### config.mk
export PLATFORM = sky130hd
export DESIGN_NAME = state_unload
export DESIGN_NICKNAME = d
export VERILOG_FILES = /design/src/rtl/romulus_pkg.sv /design/src/rtl/state_unload_clk_gate_latch.sv /design/src/rtl/state_unload.sv
export SDC_FILE = /design/constraint.sdc
export NUM_CORES = 1
export LEC_CHECK = 0
export ABC_AREA = 1
export BUFFER_PORTS_ARGS = -buffer_cell sky130_fd_sc_hd__buf_2
export CORE_MARGIN = 2
export CORE_UTILIZATION = 35
export CTS_CLUSTER_DIAMETER = 120
export CTS_CLUSTER_SIZE = 10
export DETAILED_ROUTE_END_ITERATION = 8
export MAX_ROUTING_LAYER = met4
export PLACE_DENSITY_LB_ADDON = 0.15
export SLEW_MARGIN = 20
export SYNTH_ARGS = -nofsm -noshare
export SYNTH_HDL_FRONTEND = slang
export SYNTH_SLANG_ARGS = --single-unit
### constraint.sdc
create_clock -name clk -period 4 [get_ports clk]
set_input_delay 0.2 -clock clk [delete_from_list [all_inputs] [get_ports clk]]
set_output_delay 0.2 -clock clk [all_outputs]
set_load 0.01 [all_outputs]
### src/rtl/romulus_pkg.sv
// ============================================================================
// Module : romulus_pkg
// Brief  : Shared constants, FSM encoding and keep-mask helper for the
//          state unload path.
// Rev    : 1.0  initial release
// ============================================================================
`default_nettype none

package romulus_pkg;

  localparam int unsigned STATE_W        = 128;
  localparam int unsigned BUS_W          = 32;
  localparam int unsigned BYTES_PER_WORD = BUS_W / 8;
  localparam int unsigned NBYTES_W       = $clog2(STATE_W / 8) + 1;
  localparam int unsigned MAX_KEEP       = 64;

  localparam logic [0:0] ST_IDLE  = 1'b0;
  localparam logic [0:0] ST_SHIFT = 1'b1;

  // Top min(cnt, bpw) bits of a bpw-wide field set; returned right-aligned.
  function automatic logic [MAX_KEEP-1:0] keep_mask(input int unsigned cnt,
                                                    input int unsigned bpw);
    logic [MAX_KEEP-1:0] m;
    m = '0;
    for (int unsigned i = 0; i < MAX_KEEP; i++) begin
      if (i < bpw && i < cnt) m[bpw-1-i] = 1'b1;
    end
    return m;
  endfunction

endpackage

`default_nettype wire

### src/rtl/state_unload_clk_gate_latch.sv
// ============================================================================
// Module : clk_gate_latch
// Brief  : Latch-based clock gate; enable captured while clk is low.
// Rev    : 1.0  initial release
// ============================================================================
`default_nettype none

module clk_gate_latch (
  input  logic clk,
  input  logic en,
  output logic gclk
);

  logic r_en_lat;

  always_latch begin
    if (!clk) r_en_lat <= en;
  end

  assign gclk = r_en_lat & clk;

endmodule

`default_nettype wire

### src/rtl/state_unload.sv
// ============================================================================
// Module : state_unload
// Brief  : Snapshots the cipher state and streams it MSW-first onto a narrow
//          valid/ready bus with byte-keep masking of a partial last word.
//          Define STATE_UNLOAD_CG_EN for a clock-gated shadow register.
// Rev    : 1.0  initial release
// ============================================================================
`default_nettype none

module state_unload
  import romulus_pkg::*;
#(
  parameter int unsigned WIDTH = STATE_W,
  parameter int unsigned BUS   = BUS_W,
  localparam int unsigned NB_W = $clog2(WIDTH / 8) + 1
) (
  input  logic               clk,
  input  logic               rst_n,
  input  logic               load,
  input  logic [WIDTH-1:0]   si,
  input  logic [NB_W-1:0]    nbytes,
  output logic               busy,
  output logic               done,
  output logic [BUS-1:0]     do_data,
  output logic [BUS/8-1:0]   do_keep,
  output logic               do_valid,
  output logic               do_last,
  input  logic               do_ready
);

  localparam int unsigned      BPW       = BUS / 8;
  localparam logic [NB_W-1:0]  MAX_BYTES = NB_W'(WIDTH / 8);
  localparam logic [NB_W-1:0]  BPW_N     = NB_W'(BPW);

  logic [0:0]       r_state;
  logic [WIDTH-1:0] r_shadow;
  logic [NB_W-1:0]  r_rem;
  logic             r_done;

  logic             w_idle;
  logic             w_accept;
  logic             w_zero;
  logic             w_xfer;
  logic             w_last;
  logic             w_shadow_en;
  logic [NB_W-1:0]  w_rem_load;
  logic [WIDTH-1:0] w_shadow_d;

  assign w_idle      = (r_state == ST_IDLE);
  assign w_accept    = w_idle & load & (nbytes != '0);
  assign w_zero      = w_idle & load & (nbytes == '0);
  assign w_xfer      = do_valid & do_ready;
  assign w_last      = (r_rem <= BPW_N);
  assign w_rem_load  = (nbytes > MAX_BYTES) ? MAX_BYTES : nbytes;
  assign w_shadow_en = w_accept | w_xfer;
  assign w_shadow_d  = w_accept ? si : (r_shadow << BUS);

  always_ff @(posedge clk or negedge rst_n) begin
    if (!rst_n) begin
      r_state <= ST_IDLE;
      r_rem   <= '0;
      r_done  <= 1'b0;
    end else begin
      r_done <= w_zero | (w_xfer & w_last);
      case (r_state)
        ST_IDLE: begin
          if (w_accept) begin
            r_state <= ST_SHIFT;
            r_rem   <= w_rem_load;
          end
        end
        ST_SHIFT: begin
          if (w_xfer) begin
            r_rem <= (r_rem > BPW_N) ? (r_rem - BPW_N) : '0;
            if (w_last) r_state <= ST_IDLE;
          end
        end
        default: r_state <= ST_IDLE;
      endcase
    end
  end

`ifdef STATE_UNLOAD_CG_EN
  logic w_gclk;

  clk_gate_latch u_cg (
    .clk  (clk),
    .en   (w_shadow_en),
    .gclk (w_gclk)
  );

  always_ff @(posedge w_gclk or negedge rst_n) begin
    if (!rst_n) r_shadow <= '0;
    else        r_shadow <= w_shadow_d;
  end
`else
  always_ff @(posedge clk or negedge rst_n) begin
    if (!rst_n)           r_shadow <= '0;
    else if (w_shadow_en) r_shadow <= w_shadow_d;
  end
`endif

  assign busy     = (r_state == ST_SHIFT);
  assign do_valid = (r_state == ST_SHIFT);
  assign done     = r_done;
  assign do_last  = do_valid & w_last;
  assign do_keep  = do_valid ? BPW'(keep_mask(32'(r_rem), BPW)) : '0;

  // Bytes outside the keep mask are forced to zero on the bus.
  generate
    for (genvar b = 0; b < BPW; b++) begin : g_mask
      assign do_data[BUS-1-8*b -: 8] = r_shadow[WIDTH-1-8*b -: 8] & {8{do_keep[BPW-1-b]}};
    end
  endgenerate

endmodule

`default_nettype wire

==> summary.md, run 1 <==
| Metric | Value |
|---|---|
| CP arrival | between 2 and 2.5 ns |
| Top-area cell type share of the netlist area | around 54% |
| Post-route clock period utilization | about 59% |
| Dominant cell type by area after synthesis | dfrtp_1 |
| Sw frac | between 30% and 40% |
| Gate power share | between 30% and 40% |
| Final Util | roughly half |
| RSZ-0062 raised after global routing | no |
| Sink Count | about 140 |
| Total congestion overflow | 0 |
| Root Driver | clkbuf_16 |
| Worst R2R Setup Slack | 1.68 ns |
| YS warnings | 0 |
| Hold Startpoint | si[72] |
| Hold crit path type | in2reg |
| CP cell instances | nor2_1 -> nand2_2 -> nand2_1 -> o21ai_0 -> inv_1 -> nor2_1 -> buf_2 |
| Cts bufs inserted | 17 |
| Die X | 137 µm |
| Num ports | between 150 and 200 |
| CP max FO | 12 |
| Post-route DRC | 0 |
| Syn-to-layout area delta | 36.0% |
| I/O Buffers | ~180 |
| Max Slew Vio Count | 0 |
| Hold EP | r_shadow[72] |
| Core box area | ~0.017 mm² |
| Main area contributors after synthesis | dfrtp_1 (54%), nand2_1 (24%), nand3_1 (8.2%) |
| Starting Density | 35.9% |
| TritonCTS clock tree | built |
| Worst Tran Pin Value | roughly 0.95 ns |
| Synth cell types | 26 |
| VDD IR max | around 0.37 mV |
| Final TNS setup | 0 ns |
| Hold_buf cts | slightly above 70 |
| DP HPWL | ~11,000 µm |
| Switching power | 0.00215 W |
| Leak | 4.56 nW |
| Family with the most delay on the worst path | simple AND/OR/NAND/NOR gates |
| Post-synth net total | slightly above 900 |
| Initial antenna violation count | 1 |
| Final wirelength | about 17,000 µm |
| Layout cells sized above 1 | between 20 and 25% |
| Vias/cell | 4.44 |
| Clock Skew | ~0.0070 ns |
| Top cell by count, worst path | nor2_1 |
| Fin nets | around 1,200 |
| Average routed wire per standard cell | 13.3 µm |
| Clock Power Share | a little over a quarter |
| Final setup viols | 0 |
| Router iterations before antenna repair | 4 |
| Die Y | 137 µm |
| Int Pwr | 0.00370 W |
| Commonest non-fill, non-tap cells in the layout | nand2_1 (397), buf_2 (175), dfrtp_1 (135), nand3_1 (102), dlygate4sd3_1 (72) |
| Final min period | between 2 and 2.5 ns |
| Setup Fix Bufs, Post-CTS | 0 |
| Critical Path Max Stage Delay | between 0.4 and 0.5 ns |
| Slew headroom | a little under two fifths |
| Max-Cap Viols | 0 |
| Reg2reg path depth | 5 |
| Number of global-route vias before repair | approximately 5,300 |
| Critical Path RT | approximately 3.8 ns |
| Iter 0 DRT Violations | roughly 380 |
| Vias | approximately 5,600 |
| Row cnt | 48 |
| Post-Synthesis Cells | 791 |
| Final ANT Viol Nets | 0 |
| Crit Path Class | reg2out |
| Clock slew at reported path FFs | around 0.06 ns |
| H-Tree Depth | 4 |
| Routability congestion estimate | 0.794 |
| GR Util All Layers | roughly a fifth |
| Fmax | roughly 0.42 GHz |
| First-pass GRT wire length | ~26,000 µm |
| PostCTS Resize Cnt | 0 |
| Crit. End Element | primary output |
| Synthesized flop and latch total | 135 |
| Reg2Reg Capture Point | r_shadow[121] |
| Final Hold Fails | 0 |
| Worst hold stages | 3 |
| Leading cell type in the layout, fill and taps excluded | nand2_1 |
| Syn avg cell area | 7.89 µm² |
| Largest net degree at the start of global routing | between 100 and 150 |
| Buf+Inv Stages, Crit Path | 2 |
| Status | completed |
| Slowest stage cell on the critical path | dfrtp_1 |
| PwrDens | slightly below 700 mW/mm² |
| Clk_lat worst skew | between 0.4 and 0.5 ns |
| Reg2Reg Launch Point | busy |
| Startpoint Class | flop |
| Clk buf depth | 2 |
| Synthesized area | 0.00624 mm² |
| Post-synthesis sequential area ratio | between 50 and 60% |
| DIE AREA | ~0.019 mm² |
| Sequential power share | between 30% and 40% |
state kept, by name (all words and copies together) (netlist names):
| register | cells |
|---|---|
| done | 1 |
| r_shadow | 128 |
| r_rem | 5 |
| busy | 1 |
power groups by stage:
stage / clock network (W) / logic [W] / registers (W)
after CTS: 0.00163 / 0.00199 / 0.00232
after global placement: 0 / 0.00192 / 0.00232
after global routing: 0.00168 / 0.00225 / 0.00239
after detailed placement: 0 / 0.00193 / 0.00233
after floorplan: 0 / 0.00150 / 0.00221
final: 0.00159 / 0.00195 / 0.00231
cells by family (layout without fill, tap and decap cells):
logic type / count (synthesis) / after routing / synth area share [%]
AND/OR/NAND/NOR: 554 / 554 / 36.4
flip-flops: 135 / 135 / 54.2
buffers and inverters: 92 / 337 / 8.06
AO/OA/AOI/OAI: 7 / 7 / 0.822
adder cells (fa/ha/maj): 2 / 2 / 0.401
XOR/XNOR: 1 / 1 / 0.140
other: 0 / 1 / 0
layout make-up:
class / instances / area (µm²)
Sequential cell: 135 / 3380
Fill cell: 1785 / 8870
Inverter: 51 / 198
Tap cell: 225 / 282
Timing Repair Buffer: 254 / 1670
Clock buffer: 23 / 478
Clock inverter: 9 / 123
Multi-Input combinational cell: 564 / 2360
Antenna cell: 1 / 2.50
worst register-to-register path: cells and delay by family (launching register included):
| kind | cells | cell delay, ns |
|---|---|---|
| AND/OR/NAND/NOR | 3 | 0.39 |
| buffers and inverters | 2 | 1.29 |
| flip-flops | 1 | 0.52 |
Yosys cell counts:
master      n
inv_2       4
nand3_2     1
inv_4       1
clkinv_1    1
inv_1      45
nand2_1   397
nand3_1   102
nor2_4      1
nand2_4     2
buf_2      16
nand4_1     1
o21ai_4     1
o22ai_1     1
o21ai_2     1
o21ai_0     3
buf_4       6
o21ai_1     1
ha_1        2
nor2_1     37
xor2_1      1
clkbuf_1    5
dfrtp_1   135
buf_8       2
nand2_2    12
nor2_2      1
buf_6      12
per-layer routing:
metal	wire length (µm)	share of wire, %	GRT usage (%)
met4	273	1.6	6.59
met2	7240	43	25.9
met1	8450	50	27.1
met3	842	5.0	3.79
met5	0	0	-
worst max path at each step:
| stage | start | end | slack [ns] | depth (start not counted) |
|---|---|---|---|---|
| 6_report | r_rem[4] | do_data[30] | 1.64 | 7 |
| 5_1_grt | r_rem[4] | do_data[25] | 1.44 | 7 |
| 4_1_cts | r_rem[4] | do_data[25] | 1.63 | 7 |
| 3_5_place_dp | busy | r_shadow[91] | 1.68 | 5 |
| 3_3_place_gp | busy | r_shadow[109] | 1.70 | 5 |
| 2_1_floorplan | busy | do_data[24] | 2.42 | 5 |
per-stage QoR:
step           worst slack [ns]  instance area (µm²)  cells  power, W  hold slack (ns)
2_1_floorplan              2.42                 6240    791   0.00371          -0.0956
3_3_place_gp               1.70                 7160   1157   0.00424            0.399
3_5_place_dp               1.68                 7160   1157   0.00426            0.393
4_1_cts                    1.63                 8480   1261   0.00593         0.000508
5_1_grt                    1.44                 8480   1262   0.00632           0.0107
6_report                   1.64                 8480   1262   0.00586          0.00862
Power figures use the tool's default switching activity.
==> run 2, diff against run 1 <==
--- a/config.mk
+++ b/config.mk
@@ -5,7 +5,7 @@
 export SDC_FILE = /design/constraint.sdc
 export NUM_CORES = 1
 export LEC_CHECK = 0
-export ABC_AREA = 1
+export ABC_AREA = 0
 export BUFFER_PORTS_ARGS = -buffer_cell sky130_fd_sc_hd__buf_2
 export CORE_MARGIN = 2
 export CORE_UTILIZATION = 35
==> constraint.sdc (replaced) <==
create_clock -name clk -period 2.4 [get_ports clk]
set_input_delay 0.12 -clock clk [delete_from_list [all_inputs] [get_ports clk]]
set_output_delay 0.12 -clock clk [all_outputs]
set_load 0.01 [all_outputs]
==> summary.md, run 2 <==
| Metric | Value |
|---|---|
| Status | completed (unchanged) |
| Total congestion overflow | 0 (unchanged) |
| DP HPWL | 11,500 µm (was 11,100 µm) |
| Core box area | 0.0174 mm² (about the same) |
| Sw frac | 34.8% (was 36.7%) |
| CP arrival | 2.11 ns (was 2.16 ns) |
| Hold crit path type | in2reg (unchanged) |
| Syn-to-layout area delta | 48.1% (was 36.0%) |
| DP Worst Slack | 0.332 ns (was 1.68 ns) |
| Final ANT Viol Nets | 0 (unchanged) |
| Gate power share | 34.0% (was 33.2%) |
| Placed cell count | 939 (was 1,157) |
| Clock slew at reported path FFs | 0.05 ns (was 0.06 ns) |
| Synthesized area | 0.00628 mm² (was 0.00624 mm²) |
| Final wirelength | 17,900 µm (was 16,800 µm) |
| Fill cells | 1,559 (was 1,785) |
| Worst Tran Pin Value | 0.751 ns (was 0.948 ns) |
| Met2 wire length | 7790 µm (was 7240 µm) |
| Post-synth net total | 712 (was 930) |
| EDFF count, synth | 0 (unchanged) |
| Post-Synthesis Cells | 573 (was 791) |
| Die Y | 138 µm (was 137 µm) |
| Worst hold margin | 0.0572 ns (was 0.00862 ns) |
| GR Util All Layers | 20.0% (was 18.7%) |
| I/O Buffers | 176 (unchanged) |
| Flip-flop count of the largest register after layout | 128 (unchanged) |
| Final instance area | 0.00930 mm² (was 0.00848 mm²) |
| Switching power | 0.00339 W (was 0.00215 W) |
| Startpoint Class | flop (unchanged) |
| Fmax | between 0.4 and 0.5 GHz |
| Num ports | 177 (unchanged) |
| Average routed wire per standard cell | 16.2 µm (was 13.3 µm) |
| Top cells by count, synth | nand2_1 (193), dfrtp_1 (135), a22oi_2 (87) (was nand2_1 (397), dfrtp_1 (135), nand3_1 (102)) |
| Router iterations before antenna repair | 5 (was 4) |
| Wire length on met3 | 923 µm (was 842 µm) |
| Max Slew Vio Count | 0 (unchanged) |
| Ys async rst share | 100% (unchanged) |
| Leading cell type in the layout, fill and taps excluded | nand2_1 (unchanged) |
| Leak | 4.57 nW (was 4.56 nW) |
| Main area contributors after synthesis | dfrtp_1 (54%), a22oi_2 (17%), nand2_1 (12%) (was dfrtp_1 (54%), nand2_1 (24%), nand3_1 (8.2%)) |
| M1 WL | 8940 µm (was 8450 µm) |
| Slew headroom | 49.9% (was 36.8%) |
| Clock Power Share | 27.3% (was 27.2%) |
| Sink Count | 135 (unchanged) |
| TritonCTS clock tree | built (unchanged) |
| Highest Signal Layer | met4 (unchanged) |
| Layout cells sized above 1 | 34.8% (was 22.7%) |
| Initial antenna violation count | 0 (was 1) |
| DIE AREA | 0.0190 mm² (was 0.0189 mm²) |
| Cts bufs inserted | 17 (unchanged) |
| Largest net degree at the start of global routing | 77 (was 131) |
| Largest Register | r_shadow (unchanged) |
| Number of global-route vias before repair | 5,382 (was 5,255) |
| Die X | 138 µm (was 137 µm) |
| Setup Fix Bufs, Post-CTS | 0 (unchanged) |
| Row cnt | 48 (unchanged) |
| Max-Cap Viols | 0 (unchanged) |
| Placed cell area | 0.00733 mm² (was 0.00716 mm²) |
| Synthesized flop and latch total | 135 (unchanged) |
| Iter 0 DRT Violations | 265 (was 376) |
| Vias/cell | 4.86 (was 4.44) |
| PnR worst setup slack | 0.172 ns (was 1.64 ns) |
| Routability congestion estimate | 0.769 (was 0.794) |
| Final Instance Count excl. Fillers | 1,108 (was 1,262) |
| Largest registers | r_shadow x128, r_rem x5 (unchanged) |
| VDD IR max | 0.539 mV (was 0.369 mV) |
| First-pass GRT wire length | 28,000 µm (was 26,300 µm) |
| Most frequent cell after synthesis | nand2_1 (unchanged) |
| Commonest non-fill, non-tap cells in the layout | nand2_1 (193), buf_2 (175), dlygate4sd3_1 (135), dfrtp_1 (134), a22oi_2 (87) (was nand2_1 (397), buf_2 (175), dfrtp_1 (135), nand3_1 (102), dlygate4sd3_1 (72)) |
| Final Hold Fails | 0 (unchanged) |
| YS warnings | 0 (unchanged) |
| Final setup viols | 0 (unchanged) |
| Sequential power share | 38.7% (was 39.5%) |
| Crit. End Element | primary output (unchanged) |
| Final min period | roughly 2.2 ns |
| Root Driver | clkbuf_16 (unchanged) |
| Critical Path RT | 2.28 ns (was 3.80 ns) |
| Main synth FF type | dfrtp_1 (unchanged) |
| Int Pwr | 0.00635 W (was 0.00370 W) |
| RSZ-0062 raised after global routing | no (unchanged) |
| Dominant cell type by area after synthesis | dfrtp_1 (unchanged) |
| Post-route DRC | 0 (unchanged) |
| Clock Skew | 0.00945 ns (was 0.00696 ns) |
| PwrDens | 1050 mW/mm² (was 690 mW/mm²) |
| Fin nets | 1,007 (was 1,162) |
| Final TNS setup | 0 ns (unchanged) |
| Clk buf depth | 2 (unchanged) |
| CP max FO | 10 (was 12) |
| Syn avg cell area | 11.0 µm² (was 7.89 µm²) |
| Clk_lat worst skew | 0.42 ns (about the same) |
| H-Tree Depth | 4 (unchanged) |
| Synth cell types | 35 (was 26) |
| Post-synthesis sequential area ratio | 53.8% (was 54.2%) |
| Crit Path Class | reg2out (unchanged) |
| Post-route clock period utilization | between 90% and 100% |
| Starting Density | 36.1% (was 35.9%) |
| Vias | 5,388 (was 5,602) |
| Top-area cell type share of the netlist area | 53.8% (was 54.2%) |
run 2: changes by cell type in the layout (fill, tap and decap cells not counted), sizes merged, moves of 3 or more:
| cell | delta |
|---|---|
| and3 | +8 |
| and2 | +25 |
| a22oi | +95 |
| a21oi | +3 |
| a22o | +32 |
| dlygate4sd3 | +63 |
| inv | -44 |
| nor2 | -33 |
| nand3 | -101 |
| clkinv | -4 |
| nand2 | -218 |
run 2: worst max-delay path, cell delays in order (launching register included):
cell,delay (ns)
dfrtp_1,0.41
or3_4,0.45
o21a_2,0.29
o21a_2,0.21
and2_1,0.19
buf_2,0.14
run 2: layout make-up:
cell class / instances / area (µm²) / area share, %
flip-flops and latches: 135 / 3380 / 36.3
clock buffers: 24 / 482 / 5.18
multi-input cells: 390 / 2640 / 28.4
repair buffers: 319 / 2370 / 25.5
diodes: 2 / 5.00 / 0.0538
inverters: 5 / 18.8 / 0.202
well taps: 225 / 282 / 3.03
clock inverters: 8 / 120 / 1.29
run 2: through the flow:
stage	total power (W)	utilization [%]
after global placement	0.00686	42.1
after CTS	0.00982	53.3
final	0.00974	53.4
after detailed placement	0.00694	42.1
after floorplan	0.00582	-
after global routing	0.0104	53.4
run 2: path summary, 6_finish.rpt:
kind	startpoint	endpoint	slack [ns]	cells after the start
setup / recovery	r_rem[2]	do_data[8]	0.17	5
hold / removal	nbytes[2]	r_rem[2]	0.06	3
setup reg to reg	busy	r_rem[1]	0.18	6
hold reg to reg	r_shadow[104]	r_shadow[104]	0.45	2
max in group asynchronous	rst_n	busy	1.33	3
min in group asynchronous	rst_n	r_shadow[4]	0.27	2
run 2: timing repair:
action | CTS | global route
resized for setup | 2 | 2
pin swaps | 0 | 0
setup endpoints to repair | 8 | 17
hold endpoints to repair | 200 | 0
hold buffers | 135 | 0
run 2: power groups by stage:
stage | Clock (W) | Combinational [W] | Sequential [W]
CTS | 0.00272 | 0.00334 | 0.00376
global route | 0.00283 | 0.00371 | 0.00388
floorplan | 0 | 0.00226 | 0.00357
global placement | 0 | 0.00309 | 0.00377
finish | 0.00265 | 0.00331 | 0.00377
detailed placement | 0 | 0.00315 | 0.00379
run 2: kinds of logic (layout without fill, tap and decap cells):
group	Yosys count	in the layout	synth area share [%]
AND/OR/NAND/NOR	241	241	16.2
AO/OA/AOI/OAI	146	146	25.0
flip-flops	135	135	53.8
buffers and inverters	48	356	4.50
adder cells (fa/ha/maj)	2	2	0.398
multiplexers	1	1	0.159
other	0	2	0
run 2: per-layer routing:
layer	global-route usage, %	vias to the layer above
met2	28.3	172
li1	-	2608
met3	4.39	26
met1	28.6	2582
met4	6.24	0
met5	-	-
